==> src/rtl/rf_pkg.sv <==
// Shared types and constants for the register-file write scheduler.
package rf_pkg;

    localparam int RF_AW    = 5;
    localparam int RF_DW    = 32;
    localparam int RF_NREGS = 1 << RF_AW;

    typedef enum logic [1:0] {
        SRC_NONE,
        SRC_WB,
        SRC_MD
    } rf_src_t;

    typedef struct packed {
        logic [RF_AW-1:0] addr;
        logic [RF_DW-1:0] data;
    } rf_wr_t;

endpackage

==> src/rtl/rf_sched_fifo.sv <==
// Synchronous FIFO of rf_wr_t entries with occupancy count.
// The caller guarantees no push when full and no pop when empty.
module rf_sched_fifo
    import rf_pkg::*;
#(
    parameter int DEPTH = 4
) (
    input  logic                     clk,
    input  logic                     rst,
    input  logic                     push,
    input  rf_wr_t                   din,
    input  logic                     pop,
    output rf_wr_t                   dout,
    output logic [$clog2(DEPTH):0]   cnt
);

    localparam int PW = $clog2(DEPTH);

    rf_wr_t         mem [DEPTH];
    logic [PW-1:0]  wptr;
    logic [PW-1:0]  rptr;

    // Storage needs no reset: cnt alone decides what is valid.
    always_ff @(posedge clk) begin
        if (push) mem[wptr] <= din;
    end

    always_ff @(posedge clk or posedge rst) begin
        if (rst) begin
            wptr <= '0;
            rptr <= '0;
            cnt  <= '0;
        end else begin
            if (push) wptr <= wptr + 1'b1;
            if (pop)  rptr <= rptr + 1'b1;
            case ({push, pop})
                2'b10:   cnt <= cnt + 1'b1;
                2'b01:   cnt <= cnt - 1'b1;
                default: cnt <= cnt;
            endcase
        end
    end

    assign dout = mem[rptr];

endmodule

==> src/rtl/rf_write_scheduler.sv <==
// Arbitrates the register-file write port between WB (priority) and the MD unit.
// Optional direct MD-to-port path when RF_SCHED_BYPASS_EN is defined.
module rf_write_scheduler
    import rf_pkg::*;
#(
    parameter int DEPTH = 4,
    parameter int AW    = RF_AW,
    parameter int DW    = RF_DW
) (
    input  logic                     clk,
    input  logic                     rst,
    input  logic                     wb_we,
    input  logic [AW-1:0]            wb_addr,
    input  logic [DW-1:0]            wb_data,
    input  logic                     md_valid,
    output logic                     md_ready,
    input  logic [AW-1:0]            md_addr,
    input  logic [DW-1:0]            md_data,
    input  logic                     iss_valid,
    input  logic [AW-1:0]            iss_addr,
    input  logic [AW-1:0]            chk_reg1,
    input  logic [AW-1:0]            chk_reg2,
    output logic                     stall,
    output logic                     rf_we,
    output logic [AW-1:0]            rf_waddr,
    output logic [DW-1:0]            rf_wdata,
    output logic [$clog2(DEPTH):0]   fifo_cnt,
    output logic                     err_reiss
);

    localparam int CW    = $clog2(DEPTH) + 1;
    localparam int NREGS = 1 << AW;

    logic            wb_grant, fifo_empty, md_acc, push, pop, byp;
    logic            we_d;
    rf_src_t         src_d, src_q;
    rf_wr_t          md_wr, head, wr_d;
    logic [NREGS-1:0] busy, busy_set, busy_clr;

    assign md_wr      = {md_addr, md_data};
    assign wb_grant   = wb_we && (wb_addr != '0);
    assign fifo_empty = (fifo_cnt == '0);
    assign md_ready   = (fifo_cnt < CW'(DEPTH));
    assign md_acc     = md_valid && md_ready;

`ifdef RF_SCHED_BYPASS_EN
    assign byp = !wb_grant && fifo_empty && md_acc;
`else
    assign byp = 1'b0;
`endif

    assign push = md_acc && !byp;
    assign pop  = !wb_grant && !fifo_empty;

    rf_sched_fifo #(.DEPTH(DEPTH)) u_fifo (
        .clk  (clk),
        .rst  (rst),
        .push (push),
        .din  (md_wr),
        .pop  (pop),
        .dout (head),
        .cnt  (fifo_cnt)
    );

    // MD entries addressed to r0 still consume their grant slot, but write nothing.
    always_comb begin
        we_d  = 1'b0;
        src_d = SRC_NONE;
        wr_d  = md_wr;
        if (wb_grant) begin
            we_d  = 1'b1;
            src_d = SRC_WB;
            wr_d  = {wb_addr, wb_data};
        end else if (!fifo_empty) begin
            wr_d  = head;
            we_d  = (head.addr != '0);
            src_d = we_d ? SRC_MD : SRC_NONE;
        end else if (byp) begin
            wr_d  = md_wr;
            we_d  = (md_addr != '0);
            src_d = we_d ? SRC_MD : SRC_NONE;
        end
    end

    always_ff @(posedge clk or posedge rst) begin
        if (rst) begin
            rf_we    <= 1'b0;
            rf_waddr <= '0;
            rf_wdata <= '0;
            src_q    <= SRC_NONE;
        end else begin
            rf_we <= we_d;
            src_q <= src_d;
            if (we_d) {rf_waddr, rf_wdata} <= wr_d;
        end
    end

    // Clear lands on the edge the register file captures the MD data; set wins.
    assign busy_set = (iss_valid && iss_addr != '0) ? (NREGS'(1) << iss_addr) : '0;
    assign busy_clr = (rf_we && src_q == SRC_MD) ? (NREGS'(1) << rf_waddr) : '0;

    always_ff @(posedge clk or posedge rst) begin
        if (rst) begin
            busy      <= '0;
            err_reiss <= 1'b0;
        end else begin
            busy      <= ((busy & ~busy_clr) | busy_set) & ~NREGS'(1);
            err_reiss <= err_reiss | (|(busy_set & busy));
        end
    end

    assign stall = busy[chk_reg1] | busy[chk_reg2];

endmodule
==> config.mk <==
export PLATFORM = sky130hd
export DESIGN_NAME = rf_write_scheduler
export DESIGN_NICKNAME = d
export VERILOG_FILES = /design/src/rtl/rf_pkg.sv /design/src/rtl/rf_sched_fifo.sv /design/src/rtl/rf_write_scheduler.sv
export SDC_FILE = /design/constraint.sdc
export NUM_CORES = 1
export LEC_CHECK = 0
export ABC_AREA = 1
export CAP_MARGIN = 10
export CELL_PAD_IN_SITES_DETAIL_PLACEMENT = 0
export CELL_PAD_IN_SITES_GLOBAL_PLACEMENT = 1
export CORE_ASPECT_RATIO = 1.5
export CORE_MARGIN = 5
export CORE_UTILIZATION = 35
export DETAILED_ROUTE_END_ITERATION = 10
export GPL_TIMING_DRIVEN = 0
export HOLD_SLACK_MARGIN = 0.08
export PLACE_DENSITY_LB_ADDON = 0.1
export SLEW_MARGIN = 40
export SYNTH_ARGS = -nofsm -noshare
export SYNTH_HDL_FRONTEND = slang
export SYNTH_SLANG_ARGS = --single-unit
==> constraint.sdc <==
create_clock -name clk -period 6.1 [get_ports clk]
set_input_delay 1.83 -clock clk [delete_from_list [all_inputs] [get_ports clk]]
set_output_delay 1.83 -clock clk [all_outputs]
set_load 0.1 [all_outputs]
## Word level (Yosys, flattened, before mapping)

Memories as Yosys holds them, arrays and structs flattened.
Index checks and enable logic that the tools add are counted.

| storage, ports and cells | value |
|---|---|
| register bits | 79 |
| bits in latches | 0 |
| RAM bits | 148 |
| bits in read-only memories | 0 |
| input port bits | 94 |
| memories | 1 |

| operators by class | value |
|---|---|
| add/subtract/negate cells | 4 |
| multiply operators | 0 |
| div/mod/pow operators | 0 |
| magnitude comparators | 3 |
| eq/ne operators | 3 |
| shift operators | 2 |
| multiplexer cells | 16 |
| bitwise gates (word level) | 6 |
| reduce and logical (&&, ||, !) cells | 13 |

Memory list:

| memory | words | bits a word | rd ports | clocked after Yosys merged registers in | write ports | RTL line | source |
|---|---|---|---|---|---|---|---|
| u_fifo.mem | 4 | 37 | 1 | 0 | 1 | rf_sched_fifo.sv:19 | `rf_wr_t mem [DEPTH];` |

Operators by type and width:

| cell | number |
|---|---|
| 2-to-1 mux 37 bit | 2 |
| AND 32 bit | 2 |
| 2-to-1 mux 32 bit | 2 |
| left shift 1 x 5 -> 32 bit (first input constant) | 2 |
| NOT 32 bit | 1 |
| OR 32 bit | 1 |
| OR reduction 32 bit | 1 |
| nonzero test 5 bit | 3 |
| < comparator 5 x 6 -> 1 bit (second input constant) | 2 |
| binary-select mux 1 bit (select 5 bit) | 2 |
| 2-to-1 mux 1 bit | 6 |
| 2-to-1 mux 2 bit | 3 |
| case mux 3 bit (2 select lines) | 1 |
| logical AND 1 bit | 5 |
| adder 2 x 1 -> 2 bit (second input constant) | 2 |
| == test 2 bit (second input constant) | 2 |
| adder 3 x 1 -> 3 bit (second input constant) | 1 |
| zero test 3 bit | 1 |
| < comparator 3 bit (second input constant) | 1 |
| subtractor 3 x 1 -> 3 bit (second input constant) | 1 |
| == test 2 x 1 -> 1 bit (second input constant) | 1 |
| zero test 1 bit | 2 |
| OR 1 bit | 2 |
| nonzero test 2 bit | 1 |

## Logic depth before layout (Yosys ltp)

Gate-level depths: netlist (run 1).

| logic depth | value |
|---|---|
| depth after elaboration | 6 |
| mapped depth | 12 |

## Cells and area by module

Synthesis (run 1) repeated with hierarchy kept, for this count alone.

| second synthesis, totals | value |
|---|---|
| cells, all modules | 1244 |
| area, all modules | 11133.2 µm² |

Modules (own cells, without submodules):

| module | instances | cells each | area an instance (µm²) | sequential area each (µm²) |
|---|---|---|---|---|
| rf_sched_fifo | 1 | 552 | 6608.8 | 4619.4 |
| rf_write_scheduler | 1 | 692 | 4524.3 | 1801.7 |

## Worst setup path after synthesis (run 1)

No wires, ideal clock.

| timing | value |
|---|---|
| kind | input to output |
| start point | in chk_reg1[0] |
| end point | out stall |
| arrival time | 3.432 ns |
| path slack | 0.838 ns |
| stages | 9 |
| cells stage by stage | clkbuf_1 > inv_1 > clkbuf_1 > nor2_1 > o211ai_1 > nand3_1 > nand3_1 > nand2_1 > nand2_1 |

| on the way | value |
|---|---|
| cells in the longest elaborated chain, start to end | 3 |

Ends and longest elaborated chain:

| what | RTL line | source |
|---|---|---|
| start, declared | rf_write_scheduler.sv:21 | `input logic [AW-1:0] chk_reg1,` |
| binary-select mux 1 bit (select 5 bit) | rf_write_scheduler.sv:112 | `assign stall = busy[chk_reg1] \| busy[chk_reg2];` |
| 2-to-1 mux 1 bit (not written as such) | rf_write_scheduler.sv:112 |  |
| OR 1 bit | rf_write_scheduler.sv:112 |  |
| end, declared | rf_write_scheduler.sv:23 | `output logic stall,` |

Every way passes these cells. The select of a mux whose other input is x is not followed.

## Worst setup path after layout (run 1)

| timing | value |
|---|---|
| start point | in chk_reg2[0] |
| end point | out stall |

| on the way | value |
|---|---|
| cells in the longest elaborated chain, start to end | 3 |

Ends and longest elaborated chain:

| what | RTL line | source |
|---|---|---|
| start, declared | rf_write_scheduler.sv:22 | `input logic [AW-1:0] chk_reg2,` |
| binary-select mux 1 bit (select 5 bit) | rf_write_scheduler.sv:112 |  |
| 2-to-1 mux 1 bit (not written as such) | rf_write_scheduler.sv:112 |  |
| OR 1 bit | rf_write_scheduler.sv:112 |  |

Every way passes these cells. The select of a mux whose other input is x is not followed.

==> results of run 1 <==
final cells by class:
class | instances | area [sq um] | share of cell area
Inverter | 55 | 211 | 0.0158
Antenna cell | 2 | 5.00 | 0.000374
Clock inverter | 5 | 56.3 | 0.00420
Sequential cell | 227 | 6420 | 0.479
Tap cell | 400 | 500 | 0.0374
Timing Repair Buffer | 143 | 1360 | 0.102
Multi-Input combinational cell | 810 | 3790 | 0.283
Buffer | 60 | 337 | 0.0251
Clock buffer | 39 | 708 | 0.0529
routing by layer:
metal	GRT usage	vias to the layer above	part of all wire
met5	0	-	0
met4	0.0871	0	0.039
met3	0.0246	61	0.035
met2	0.405	202	0.55
met1	0.217	4290	0.37
li1	-	4266	-
cell usage after synthesis:
library cell               count  area [sq um]
sky130_fd_sc_hd__a21oi_1       6          30.0
sky130_fd_sc_hd__buf_2        17          85.1
sky130_fd_sc_hd__buf_4         3          22.5
sky130_fd_sc_hd__buf_6         9           101
sky130_fd_sc_hd__buf_8         1          15.0
sky130_fd_sc_hd__clkbuf_1     30           113
sky130_fd_sc_hd__clkinv_1      4          15.0
sky130_fd_sc_hd__dfrtp_1      79          1980
sky130_fd_sc_hd__edfxtp_1    148          4440
sky130_fd_sc_hd__fa_1          1          20.0
sky130_fd_sc_hd__ha_1          5          62.6
sky130_fd_sc_hd__inv_1        48           180
sky130_fd_sc_hd__inv_2         3          11.3
sky130_fd_sc_hd__nand2_1     288          1080
sky130_fd_sc_hd__nand2_2      18           113
sky130_fd_sc_hd__nand2_4       1          11.3
sky130_fd_sc_hd__nand3_1      51           255
sky130_fd_sc_hd__nand3_4       1          17.5
sky130_fd_sc_hd__nand3b_1      1          7.51
sky130_fd_sc_hd__nand4_1      12          75.1
sky130_fd_sc_hd__nor2_1      174           653
sky130_fd_sc_hd__nor2_4        2          22.5
sky130_fd_sc_hd__nor2_8        1          20.0
sky130_fd_sc_hd__nor3_1       10          50.1
sky130_fd_sc_hd__nor3_4        1          16.3
sky130_fd_sc_hd__nor4_1        1          6.26
sky130_fd_sc_hd__o211ai_1     10          75.1
sky130_fd_sc_hd__o21ai_0     179           896
sky130_fd_sc_hd__o21ai_1       4          20.0
sky130_fd_sc_hd__o21ai_2       6          52.6
sky130_fd_sc_hd__o221ai_1     11          96.3
sky130_fd_sc_hd__o22ai_1      22           138
sky130_fd_sc_hd__o31ai_1       1          7.51
sky130_fd_sc_hd__xnor2_1       1          8.76
sky130_fd_sc_hd__xor2_1        3          26.3
power by group through the flow:
stage / registers [mW] / clock network (mW) / logic [mW]
2_1_floorplan: 3.25 / 0 / 1.33
3_3_place_gp: 2.37 / 0 / 3.28
3_5_place_dp: 2.34 / 0 / 3.25
4_1_cts: 2.32 / 1.47 / 3.26
5_1_grt: 2.36 / 1.53 / 3.49
6_report: 2.32 / 1.44 / 3.21
registers in the layout, indices dropped and copies added, names as in the netlist, 2 cells and up:
register / flops
src_q: 2
busy: 31
u_fifo.cnt: 3
u_fifo.wptr: 2
u_fifo.rptr: 2
rf_wdata: 32
rf_waddr: 5
u_fifo.mem: 148
per-stage QoR:
stage	util	cell area [sq um]	power, mW
6_report	0.443	13400	6.97
5_1_grt	0.443	13400	7.37
3_3_place_gp	0.415	12600	5.65
4_1_cts	0.442	13400	7.04
3_5_place_dp	0.417	12600	5.59
2_1_floorplan	-	10700	4.58
worst reg2reg max path, stage by stage, from the launching register on:
cell	delay, ns
sky130_fd_sc_hd__dfrtp_1	0.45
sky130_fd_sc_hd__nor3_4	0.51
sky130_fd_sc_hd__nor2_1	0.26
sky130_fd_sc_hd__ha_1	0.24
sky130_fd_sc_hd__inv_1	0.10
sky130_fd_sc_hd__fa_1	0.42
sky130_fd_sc_hd__o21ai_0	0.14
kinds of logic (layout without fill, tap and decap cells):
logic type | count (synthesis) | count (layout) | share of synthesized area
AND/OR/NAND/NOR | 561 | 561 | 0.217
AO/OA/AOI/OAI | 239 | 239 | 0.123
buffers and inverters | 115 | 302 | 0.0506
XOR/XNOR | 4 | 4 | 0.00327
flip-flops | 227 | 227 | 0.599
adder cells (fa/ha/maj) | 6 | 6 | 0.00770
other | 0 | 2 | 0
cells in the final DEF (no fill, tap or decap), types with 3 or more instances in the layout:
cell type / synthesis / layout
sky130_fd_sc_hd__o211ai_1: 10 / 10
sky130_fd_sc_hd__nand3_1: 51 / 51
sky130_fd_sc_hd__nand2_2: 18 / 18
sky130_fd_sc_hd__buf_2: 17 / 61
sky130_fd_sc_hd__clkbuf_8: 0 / 3
sky130_fd_sc_hd__buf_16: 0 / 8
sky130_fd_sc_hd__nor2_4: 2 / 6
sky130_fd_sc_hd__dfrtp_1: 79 / 79
sky130_fd_sc_hd__o21ai_0: 179 / 179
sky130_fd_sc_hd__o21ai_1: 4 / 4
sky130_fd_sc_hd__nor2_1: 174 / 170
sky130_fd_sc_hd__buf_6: 9 / 9
sky130_fd_sc_hd__edfxtp_1: 148 / 148
sky130_fd_sc_hd__clkbuf_16: 0 / 25
sky130_fd_sc_hd__clkdlybuf4s50_1: 0 / 89
sky130_fd_sc_hd__buf_4: 3 / 3
sky130_fd_sc_hd__clkbuf_1: 30 / 41
sky130_fd_sc_hd__inv_2: 3 / 3
sky130_fd_sc_hd__a21oi_1: 6 / 6
sky130_fd_sc_hd__o21ai_2: 6 / 6
sky130_fd_sc_hd__o22ai_1: 22 / 22
sky130_fd_sc_hd__inv_1: 48 / 47
sky130_fd_sc_hd__nor3_1: 10 / 10
sky130_fd_sc_hd__nand4_1: 12 / 12
sky130_fd_sc_hd__ha_1: 5 / 5
sky130_fd_sc_hd__clkinv_1: 4 / 4
sky130_fd_sc_hd__nand2_1: 288 / 288
sky130_fd_sc_hd__buf_8: 1 / 3
sky130_fd_sc_hd__xor2_1: 3 / 3
sky130_fd_sc_hd__o221ai_1: 11 / 11
worst paths after layout:
check,to,slack (ns)
worst min register to register,rf_wdata[13]$_DFFE_PP0P_,0.47
min in group asynchronous,rf_wdata[0]$_DFFE_PP0P_,1.66
worst max-delay path,stall,0.17
worst min-delay path,rf_wdata[13]$_DFFE_PP0P_,0.47
worst max register to register,u_fifo.cnt[1]$_DFFE_PP0P_,3.90
max in group asynchronous,rf_wdata[21]$_DFFE_PP0P_,3.84
==> flow_summary_export.csv, run 1 <==
group,metric,value,unit
yosys,synth_area,10700,sq um
pwr,clock_network_power_share,0.207,
setup_path,regToRegStartpoint,"u_fifo.cnt[0]$_DFFE_PP0P_",
sta,final-max-slew-violation-count,0,
sta,clock.fmax,169,MHz
detailed_routing,final_routed_drc_violation_total,0,
clock_tree,cts_max_level,1,
yosys,ys_seq_area_frac,0.599,
pwr,ir_worst_vdd,338,uV
cells_and_area,filler_cell_count,3042,
pwr,power.share.switching,0.478,
sta,worst_pin_slew,0.778,ns
pwr,total_leakage_power,5.27,nW
setup_path,cp_data_arrival_time,4.10,ns
yosys,flops_latches_synth,227,
sta,final-setup-viol-count,0,
cells_and_area,instances_no_fill,1741,
global_route,grt_antenna_before_repair,2,
yosys,synthesized_netlist_cell_count,1152,
hold_path,whs_path_depth,2,
clock_tree,clk_pin_slew_worst_paths,0.06,ns
sta,post-route-worst-setup-slack,0.166,ns
global_route,overflow,0,
setup_path,critical_path.max_fanout,10,
cells_and_area,final_net_count,1421,
sta,final.min_clock_period,5.93,ns
detailed_routing,via_total_after_detailed_routing,8819,
sta,max-slew-margin-rel,0.481,
setup_path,timing_worst_setup_path_type,"in2out",
detailed_routing,detail_route.wl_per_cell,20.4,um
clock_tree,clk_root_buffer_cell,"sky130_fd_sc_hd__clkbuf_16",
setup_path,cpMaxStageDelayCell,"sky130_fd_sc_hd__clkdlybuf4s50_1",
placement,dp_slack,0.143,ns
clock_tree,clock_insertion_delay_worst_skew,0.53,ns
pwr,netSwitchingPower,3.33,mW
setup_path,path_cells,"clkdlybuf4s50_1 > clkbuf_1 > nand2_1 > nand3_1 > nand3_1 > nand2_1 > nand2_1 > nand3_1 > o21ai_0 > nand2_1 > buf_2",
floorplanning,initial_core_util,0.355,
hold_path,min-delay-path-class,"reg2reg",
detailed_routing,detail-route-antenna-nets,0,
setup_path,r2r.worst_path.cells,6,
floorplanning,die_height,224,um
pwr,internal_power,3.64,mW
floorplanning,boundaryPins,138,
global_route,global_route.usage.total,0.205,
clock_tree,post-cts-setup-buffers,0,
clock_tree,ctsResizeCount,0,
cells_and_area,synthToLayoutAreaGrowth,24.9,%
pwr,power_dens_cells,520,nW/um^2
floorplanning,fp-row-count,78,
placement,portBuffers,133,
sta,rsz0062_at_grt,"false",
clock_tree,tritoncts.num_buffers,24,
floorplanning,die_area,34300,sq um
clock_tree,postCtsHoldBufs,0,
sta,clock-skew-final,0.0148,ns
placement,placedCellCount,1695,
setup_path,critPathTopFamily,"buffers and inverters",
sta,fin_crit_sh,0.973,
global_route,grt_first_pass_wirelength,54.0,mm
detailed_routing,post_drt_via_cell_ratio,5.07,
setup_path,critical_path.startpoint_type,"input pin",
yosys,yosys_warnings,0,
setup_path,cp_num_buf_inv,3,
detailed_routing,dr.first_iter.drc_count,497,
placement,gp_congestion,0.891,
sta,finalSetupTns,0,ns
cells_and_area,final_layout_size_suffix_gt1_frac,0.116,
detailed_routing,total_wirelength,35.5,mm
clock_tree,max-clock-path-buffers,3,
yosys,post_synthesis_net_count,1252,
sta,hold-worst-slack,0.467,ns
setup_path,timing.critical_path.slowest_cell_delay,0.62,ns
pwr,seqPwrFrac,0.332,
floorplanning,die_w,153,um
setup_path,critical_path_cell_count,11,
clock_tree,clock_tree_from_tritoncts,"built",
detailed_routing,drtPass1Iterations,5,
setup_path,timing.critical_path.mode_cell,"sky130_fd_sc_hd__nand2_1",
pwr,combinationalPowerShare,0.461,
setup_path,worstSetupEndpointType,"output port",
setup_path,critical_path.startpoint,"chk_reg2[0]",
global_route,grt_max_degree,52,
clock_tree,cts_num_sinks,227,
job,drv.max_cap_violation_count,0,
floorplanning,placeableCoreArea,30300,sq um
yosys,syn_avg_cell_area,9.31,sq um
yosys,synth_cell_types,35,
setup_path,timing.critical_path.required,4.27,ns
global_route,number_of_global_route_vias_before_repair,9179,
sta,timing.final.hold_violations,0,
placement,detailedPlacementHpwl,26.2,mm
hold_path,min-delay-start,"rf_wdata[13]$_DFFE_PP0P_",
status,status,"finished clean",
(Power assumes the default switching activity.)
==> run 2: changes to the inputs <==
--- a/config.mk
+++ b/config.mk
@@ -13,6 +13,7 @@
 export CORE_MARGIN = 5
 export CORE_UTILIZATION = 35
 export DETAILED_ROUTE_END_ITERATION = 10
+export DONT_BUFFER_PORTS = 1
 export GPL_TIMING_DRIVEN = 0
 export HOLD_SLACK_MARGIN = 0.08
 export PLACE_DENSITY_LB_ADDON = 0.1
==> flow_summary_export.csv, run 2 (synthesized netlist as in run 1, its figures left out) <==
group,metric,value,unit
setup_path,timing.critical_path.slowest_cell_delay,0.44,ns
placement,detailed_place.area,11500,sq um
detailed_routing,total_wirelength,35.4,mm
setup_path,timing.critical_path.required,4.27,ns
hold_path,min-delay-start,"busy[22]$_DFF_PP0_",
clock_tree,clk_root_buffer_cell,"sky130_fd_sc_hd__clkbuf_16",
clock_tree,clk_pin_slew_worst_paths,0.06,ns
sta,timing.final.hold_violations,0,
pwr,internal_power,3.70,mW
cells_and_area,postLayoutCellArea,12400,sq um
floorplanning,die_height,224,um
clock_tree,post-cts-setup-buffers,0,
global_route,grt_first_pass_wirelength,53.3,mm
sta,final-setup-viol-count,0,
placement,gp_congestion,0.898,
cells_and_area,commonest_non_fill_non_tap_cell_in_the_layout,"sky130_fd_sc_hd__nand2_1",
placement,portBuffers,0,
clock_tree,postCtsHoldBufs,0,
placement,detailedPlacementHpwl,26.2,mm
clock_tree,ctsResizeCount,0,
pwr,ir_worst_vdd,294,uV
status,status,"finished clean",
pwr,power.share.switching,0.471,
cells_and_area,final_net_count,1286,
floorplanning,fp-row-count,78,
setup_path,critical_path.startpoint_type,"input pin",
global_route,number_of_global_route_vias_before_repair,8664,
cells_and_area,layout.cells.most_common_list,"287 x sky130_fd_sc_hd__nand2_1, 179 x sky130_fd_sc_hd__o21ai_0, 170 x sky130_fd_sc_hd__nor2_1, 148 x sky130_fd_sc_hd__edfxtp_1, 51 x sky130_fd_sc_hd__nand3_1",
sta,clock.fmax,182,MHz
sta,worst_pin_slew,0.891,ns
cells_and_area,num_antenna_cells,0,
sta,hold-worst-slack,0.566,ns
clock_tree,cts_max_level,1,
detailed_routing,detail_route.wl_per_cell,22.1,um
cells_and_area,final_layout_size_suffix_gt1_frac,0.132,
sta,fin_crit_sh,0.901,
sta,finalSetupTns,0,ns
detailed_routing,drtPass1Iterations,4,
detailed_routing,post_drt_via_cell_ratio,5.15,
sta,clock-skew-final,0.00964,ns
pwr,seqPwrFrac,0.483,
clock_tree,cts_num_sinks,227,
setup_path,regToRegStartpoint,"u_fifo.cnt[2]$_DFFE_PP0P_",
pwr,power_dens_cells,563,nW/um^2
global_route,overflow,0,
sta,final-max-slew-violation-count,0,
hold_path,min-delay-path-class,"reg2reg",
detailed_routing,dr.first_iter.drc_count,462,
cells_and_area,filler_cell_count,3104,
floorplanning,placeableCoreArea,30300,sq um
sta,final.min_clock_period,5.49,ns
floorplanning,die_w,153,um
floorplanning,die_area,34300,sq um
setup_path,worstSetupEndpointType,"output port",
global_route,grt_max_degree,55,
pwr,netSwitchingPower,3.30,mW
clock_tree,max-clock-path-buffers,3,
clock_tree,clock_insertion_delay_worst_skew,0.52,ns
setup_path,cp_data_arrival_time,3.66,ns
setup_path,cp_num_buf_inv,2,
global_route,global_route.usage.total,0.204,
clock_tree,tritoncts.num_buffers,23,
detailed_routing,final_routed_drc_violation_total,0,
cells_and_area,largest_registers,"u_fifo.mem (148), rf_wdata (32), busy (31)",
setup_path,critPathTopFamily,"simple AND/OR/NAND/NOR gates",
pwr,total_leakage_power,4.74,nW
setup_path,cpMaxStageDelayCell,"sky130_fd_sc_hd__clkbuf_1",
cells_and_area,regMostFlops,"u_fifo.mem",
setup_path,critical_path.startpoint,"chk_reg2[1]",
floorplanning,boundaryPins,138,
setup_path,timing.critical_path.mode_cell,"sky130_fd_sc_hd__nand3_1",
job,drv.max_cap_violation_count,0,
setup_path,critical_path.max_fanout,10,
detailed_routing,detail-route-antenna-nets,0,
setup_path,timing_worst_setup_path_type,"in2out",
pwr,clock_network_power_share,0.236,
global_route,grt_antenna_before_repair,0,
sta,max-slew-margin-rel,0.406,
sta,rsz0062_at_grt,"false",
clock_tree,clock_tree_from_tritoncts,"built",
pwr,combinationalPowerShare,0.281,
setup_path,path_cells,"clkbuf_1 > inv_1 > nand3_1 > nand3_1 > nand2_1 > nand2_1 > nand3_1 > o21ai_0 > nand2_2",
cells_and_area,synthToLayoutAreaGrowth,15.9,%
cells_and_area,max_reg_flops,148,
detailed_routing,via_total_after_detailed_routing,8252,
floorplanning,initial_core_util,0.355,
[run 2: cell count changes in the layout (fill, tap and decap cells not counted), sizes merged]
cell           delta
diode             -2
clkinvlp          +3
bufinv            +7
buf              -45
clkdlybuf4s50    -89
clkinv            +3
clkbuf           -16
[run 2: layout make-up]
class,instances,area (sq um),share of cell area
Sequential cell,227,6470,0.521
Multi-Input combinational cell,810,3790,0.305
Clock buffer,23,576,0.0463
Tap cell,400,500,0.0403
Buffer,60,337,0.0271
Clock inverter,18,315,0.0254
Timing Repair Buffer,9,223,0.0179
Inverter,55,211,0.0170
[run 2: routing by layer]
metal  wire [um]  global-route usage  part of all wire
met1       12700               0.212              0.36
met2       19200               0.393              0.54
met3        1770              0.0377             0.050
met4        1730              0.0972             0.049
met5           0                   0                 0
[run 2: tightest hold or removal path: stages, from the launching register on]
cell and delay (ns):
sky130_fd_sc_hd__dfrtp_1 0.37, sky130_fd_sc_hd__o21ai_0 0.10, sky130_fd_sc_hd__nand2_1 0.06
[run 2: power by group through the flow]
stage | sequential [mW] | clock (mW) | combinational (mW)
2_1_floorplan | 3.25 | 0 | 1.33
3_3_place_gp | 3.40 | 0 | 1.92
3_5_place_dp | 3.41 | 0 | 2.01
4_1_cts | 3.38 | 1.69 | 2.01
5_1_grt | 3.43 | 1.75 | 2.22
6_report | 3.38 | 1.65 | 1.96
[run 2: path summary, 6_finish.rpt]
check | endpoint | depth (start not counted) | slack [ns]
setup reg to reg | u_fifo.cnt[2]$_DFFE_PP0P_ | 8 | 2.47
hold / removal | busy[22]$_DFF_PP0_ | 2 | 0.57
setup / recovery | stall | 9 | 0.61
hold reg to reg | busy[22]$_DFF_PP0_ | 2 | 0.57
min in group asynchronous | rf_wdata[4]$_DFFE_PP0P_ | 1 | 1.14
max in group asynchronous | rf_wdata[24]$_DFFE_PP0P_ | 2 | 4.34
[run 2: stage by stage]
step                      worst slack (ns)  total power, mW   util  std cells
after detailed placement             0.644             5.42  0.381       1561
after global placement               0.175             5.32  0.371       1552
after CTS                            0.640             7.08  0.410       1602
final                                0.605             6.99  0.411       1602
after global routing                 0.496             7.40  0.411       1602
after floorplan                      0.838             4.58      -       1152
==> run 3: changes to the inputs <==
--- a/config.mk
+++ b/config.mk
@@ -7,8 +7,6 @@
 export LEC_CHECK = 0
 export ABC_AREA = 1
 export CAP_MARGIN = 10
-export CELL_PAD_IN_SITES_DETAIL_PLACEMENT = 0
-export CELL_PAD_IN_SITES_GLOBAL_PLACEMENT = 1
 export CORE_ASPECT_RATIO = 1.5
 export CORE_MARGIN = 5
 export CORE_UTILIZATION = 35
@@ -16,7 +14,6 @@
 export DONT_BUFFER_PORTS = 1
 export GPL_TIMING_DRIVEN = 0
 export HOLD_SLACK_MARGIN = 0.08
-export PLACE_DENSITY_LB_ADDON = 0.1
 export SLEW_MARGIN = 40
 export SYNTH_ARGS = -nofsm -noshare
 export SYNTH_HDL_FRONTEND = slang
==> flow_summary_export.csv, run 3 (synthesized netlist as in run 1, its figures left out) <==
group,metric,value,unit
cells_and_area,filler_cell_count,3017,
setup_path,cp_data_arrival_time,3.47,ns
setup_path,critical_path.startpoint_type,"input pin",
clock_tree,tritoncts.num_buffers,22,
detailed_routing,detail_route.wl_per_cell,19.9,um
detailed_routing,total_wirelength,31.8,mm
pwr,p_total,6.76,mW
sta,timing.final.hold_violations,0,
global_route,grt_max_degree,51,
clock_tree,clk_root_buffer_cell,"sky130_fd_sc_hd__clkbuf_16",
detailed_routing,final_routed_drc_violation_total,0,
cells_and_area,instances_no_fill,1601,
cells_and_area,layout.cells.most_common_list,"287 x sky130_fd_sc_hd__nand2_1, 179 x sky130_fd_sc_hd__o21ai_0, 170 x sky130_fd_sc_hd__nor2_1, 148 x sky130_fd_sc_hd__edfxtp_1, 51 x sky130_fd_sc_hd__nand3_1",
floorplanning,placeableCoreArea,30300,sq um
cells_and_area,regMostFlops,"u_fifo.mem",
setup_path,critical_path.max_fanout,10,
job,drv.max_cap_violation_count,0,
placement,gp_congestion,0.964,
setup_path,worstSetupEndpointType,"output port",
cells_and_area,final_layout_size_suffix_gt1_frac,0.129,
cells_and_area,final_net_count,1285,
cells_and_area,max_reg_flops,148,
pwr,power_dens_cells,549,nW/um^2
hold_path,min-delay-path-class,"reg2reg",
global_route,grt_first_pass_wirelength,48.8,mm
sta,clock.fmax,189,MHz
sta,final-setup-viol-count,0,
floorplanning,initial_core_util,0.355,
placement,placedCellCount,1561,
pwr,ir_worst_vdd,400,uV
clock_tree,clk_pin_slew_worst_paths,0.06,ns
global_route,global_route.usage.total,0.181,
floorplanning,boundaryPins,138,
detailed_routing,via_total_after_detailed_routing,8416,
floorplanning,fp-row-count,78,
sta,final-max-slew-violation-count,0,
detailed_routing,detail-route-antenna-nets,0,
clock_tree,cts_num_sinks,227,
clock_tree,clock_tree_from_tritoncts,"built",
clock_tree,ctsResizeCount,0,
clock_tree,post-cts-setup-buffers,0,
sta,final.min_clock_period,5.30,ns
clock_tree,clock_insertion_delay_worst_skew,0.52,ns
global_route,grt_antenna_before_repair,0,
cells_and_area,commonest_non_fill_non_tap_cell_in_the_layout,"sky130_fd_sc_hd__nand2_1",
placement,portBuffers,0,
sta,finalSetupTns,0,ns
floorplanning,die_area,34300,sq um
global_route,overflow,0,
cells_and_area,postLayoutCellArea,12300,sq um
setup_path,timing_worst_setup_path_type,"in2out",
sta,post-route-worst-setup-slack,0.803,ns
global_route,number_of_global_route_vias_before_repair,8568,
floorplanning,die_w,153,um
setup_path,timing.critical_path.required,4.27,ns
detailed_routing,post_drt_via_cell_ratio,5.26,
placement,dp_slack,0.817,ns
cells_and_area,final_util,0.407,
cells_and_area,synthToLayoutAreaGrowth,14.7,%
clock_tree,postCtsHoldBufs,0,
detailed_routing,drtPass1Iterations,5,
status,status,"finished clean",
placement,detailedPlacementHpwl,23.0,mm
clock_tree,cts_max_level,1,
sta,worst_pin_slew,0.850,ns
sta,clock-skew-final,0.0132,ns
detailed_routing,dr.first_iter.drc_count,472,
placement,detailed_place.area,11500,sq um
cells_and_area,largest_registers,"u_fifo.mem (148), rf_wdata (32), busy (31)",
clock_tree,max-clock-path-buffers,3,
cells_and_area,num_antenna_cells,0,
sta,rsz0062_at_grt,"false",
sta,fin_crit_sh,0.868,
sta,max-slew-margin-rel,0.430,
pwr,total_leakage_power,4.69,nW
sta,hold-worst-slack,0.549,ns
floorplanning,die_height,224,um
## run 3: cell count changes in the layout (fill, tap and decap cells not counted), sizes merged
cell | previous run | this run
bufinv | 8 | 4
clkbuf | 53 | 58
clkinvlp | 4 | 3
inv | 51 | 50
## run 3: final cells by class
type | instances | area, sq um | share of cell area
sequential | 227 | 6470 | 0.526
multi-input combinational | 810 | 3790 | 0.308
clock buffer | 28 | 604 | 0.0491
tap | 400 | 500 | 0.0407
buffer | 60 | 337 | 0.0273
timing repair buffer | 9 | 223 | 0.0181
inverter | 55 | 211 | 0.0172
clock inverter | 12 | 164 | 0.0133
## run 3: path summary, 6_finish.rpt
check | startpoint | end | slack, ns | cells past startpoint
worst min-delay path | busy[22]$_DFF_PP0_ | busy[22]$_DFF_PP0_ | 0.55 | 2
max in group asynchronous | rst | u_fifo.cnt[1]$_DFFE_PP0P_ | 4.37 | 2
min in group asynchronous | rst | rf_wdata[31]$_DFFE_PP0P_ | 1.15 | 1
worst min register to register | busy[22]$_DFF_PP0_ | busy[22]$_DFF_PP0_ | 0.55 | 2
worst max register to register | u_fifo.cnt[2]$_DFFE_PP0P_ | u_fifo.cnt[2]$_DFFE_PP0P_ | 2.53 | 8
worst max-delay path | chk_reg1[0] | stall | 0.80 | 10
## run 3: metal layers
| metal | part of all wire | vias to the layer above | wire (um) | global-route usage |
|---|---|---|---|---|
| li1 | - | 3990 | - | - |
| met1 | 0.36 | 4025 | 11300 | 0.198 |
| met2 | 0.51 | 316 | 16300 | 0.326 |
| met3 | 0.080 | 85 | 2560 | 0.0470 |
| met4 | 0.052 | 0 | 1650 | 0.0892 |
| met5 | 0 | - | 0 | 0 |
## run 3: worst max-delay path: stages
cell                       delay (ns)
sky130_fd_sc_hd__clkbuf_1        0.28
sky130_fd_sc_hd__clkbuf_1        0.37
sky130_fd_sc_hd__nand2_1         0.09
sky130_fd_sc_hd__o21ai_0         0.10
sky130_fd_sc_hd__nand2_1         0.07
sky130_fd_sc_hd__o211ai_1        0.09
sky130_fd_sc_hd__nand3_1         0.09
sky130_fd_sc_hd__nand3_1         0.09
sky130_fd_sc_hd__nand2_1         0.06
sky130_fd_sc_hd__nand2_2         0.39
## run 3: report_power, final
part	internal [mW]	total, mW	switching [mW]	leakage, nW
sequential	2.04	3.37	1.33	2.17
clock	0.871	1.46	0.588	0.369
combinational	0.618	1.92	1.30	2.15
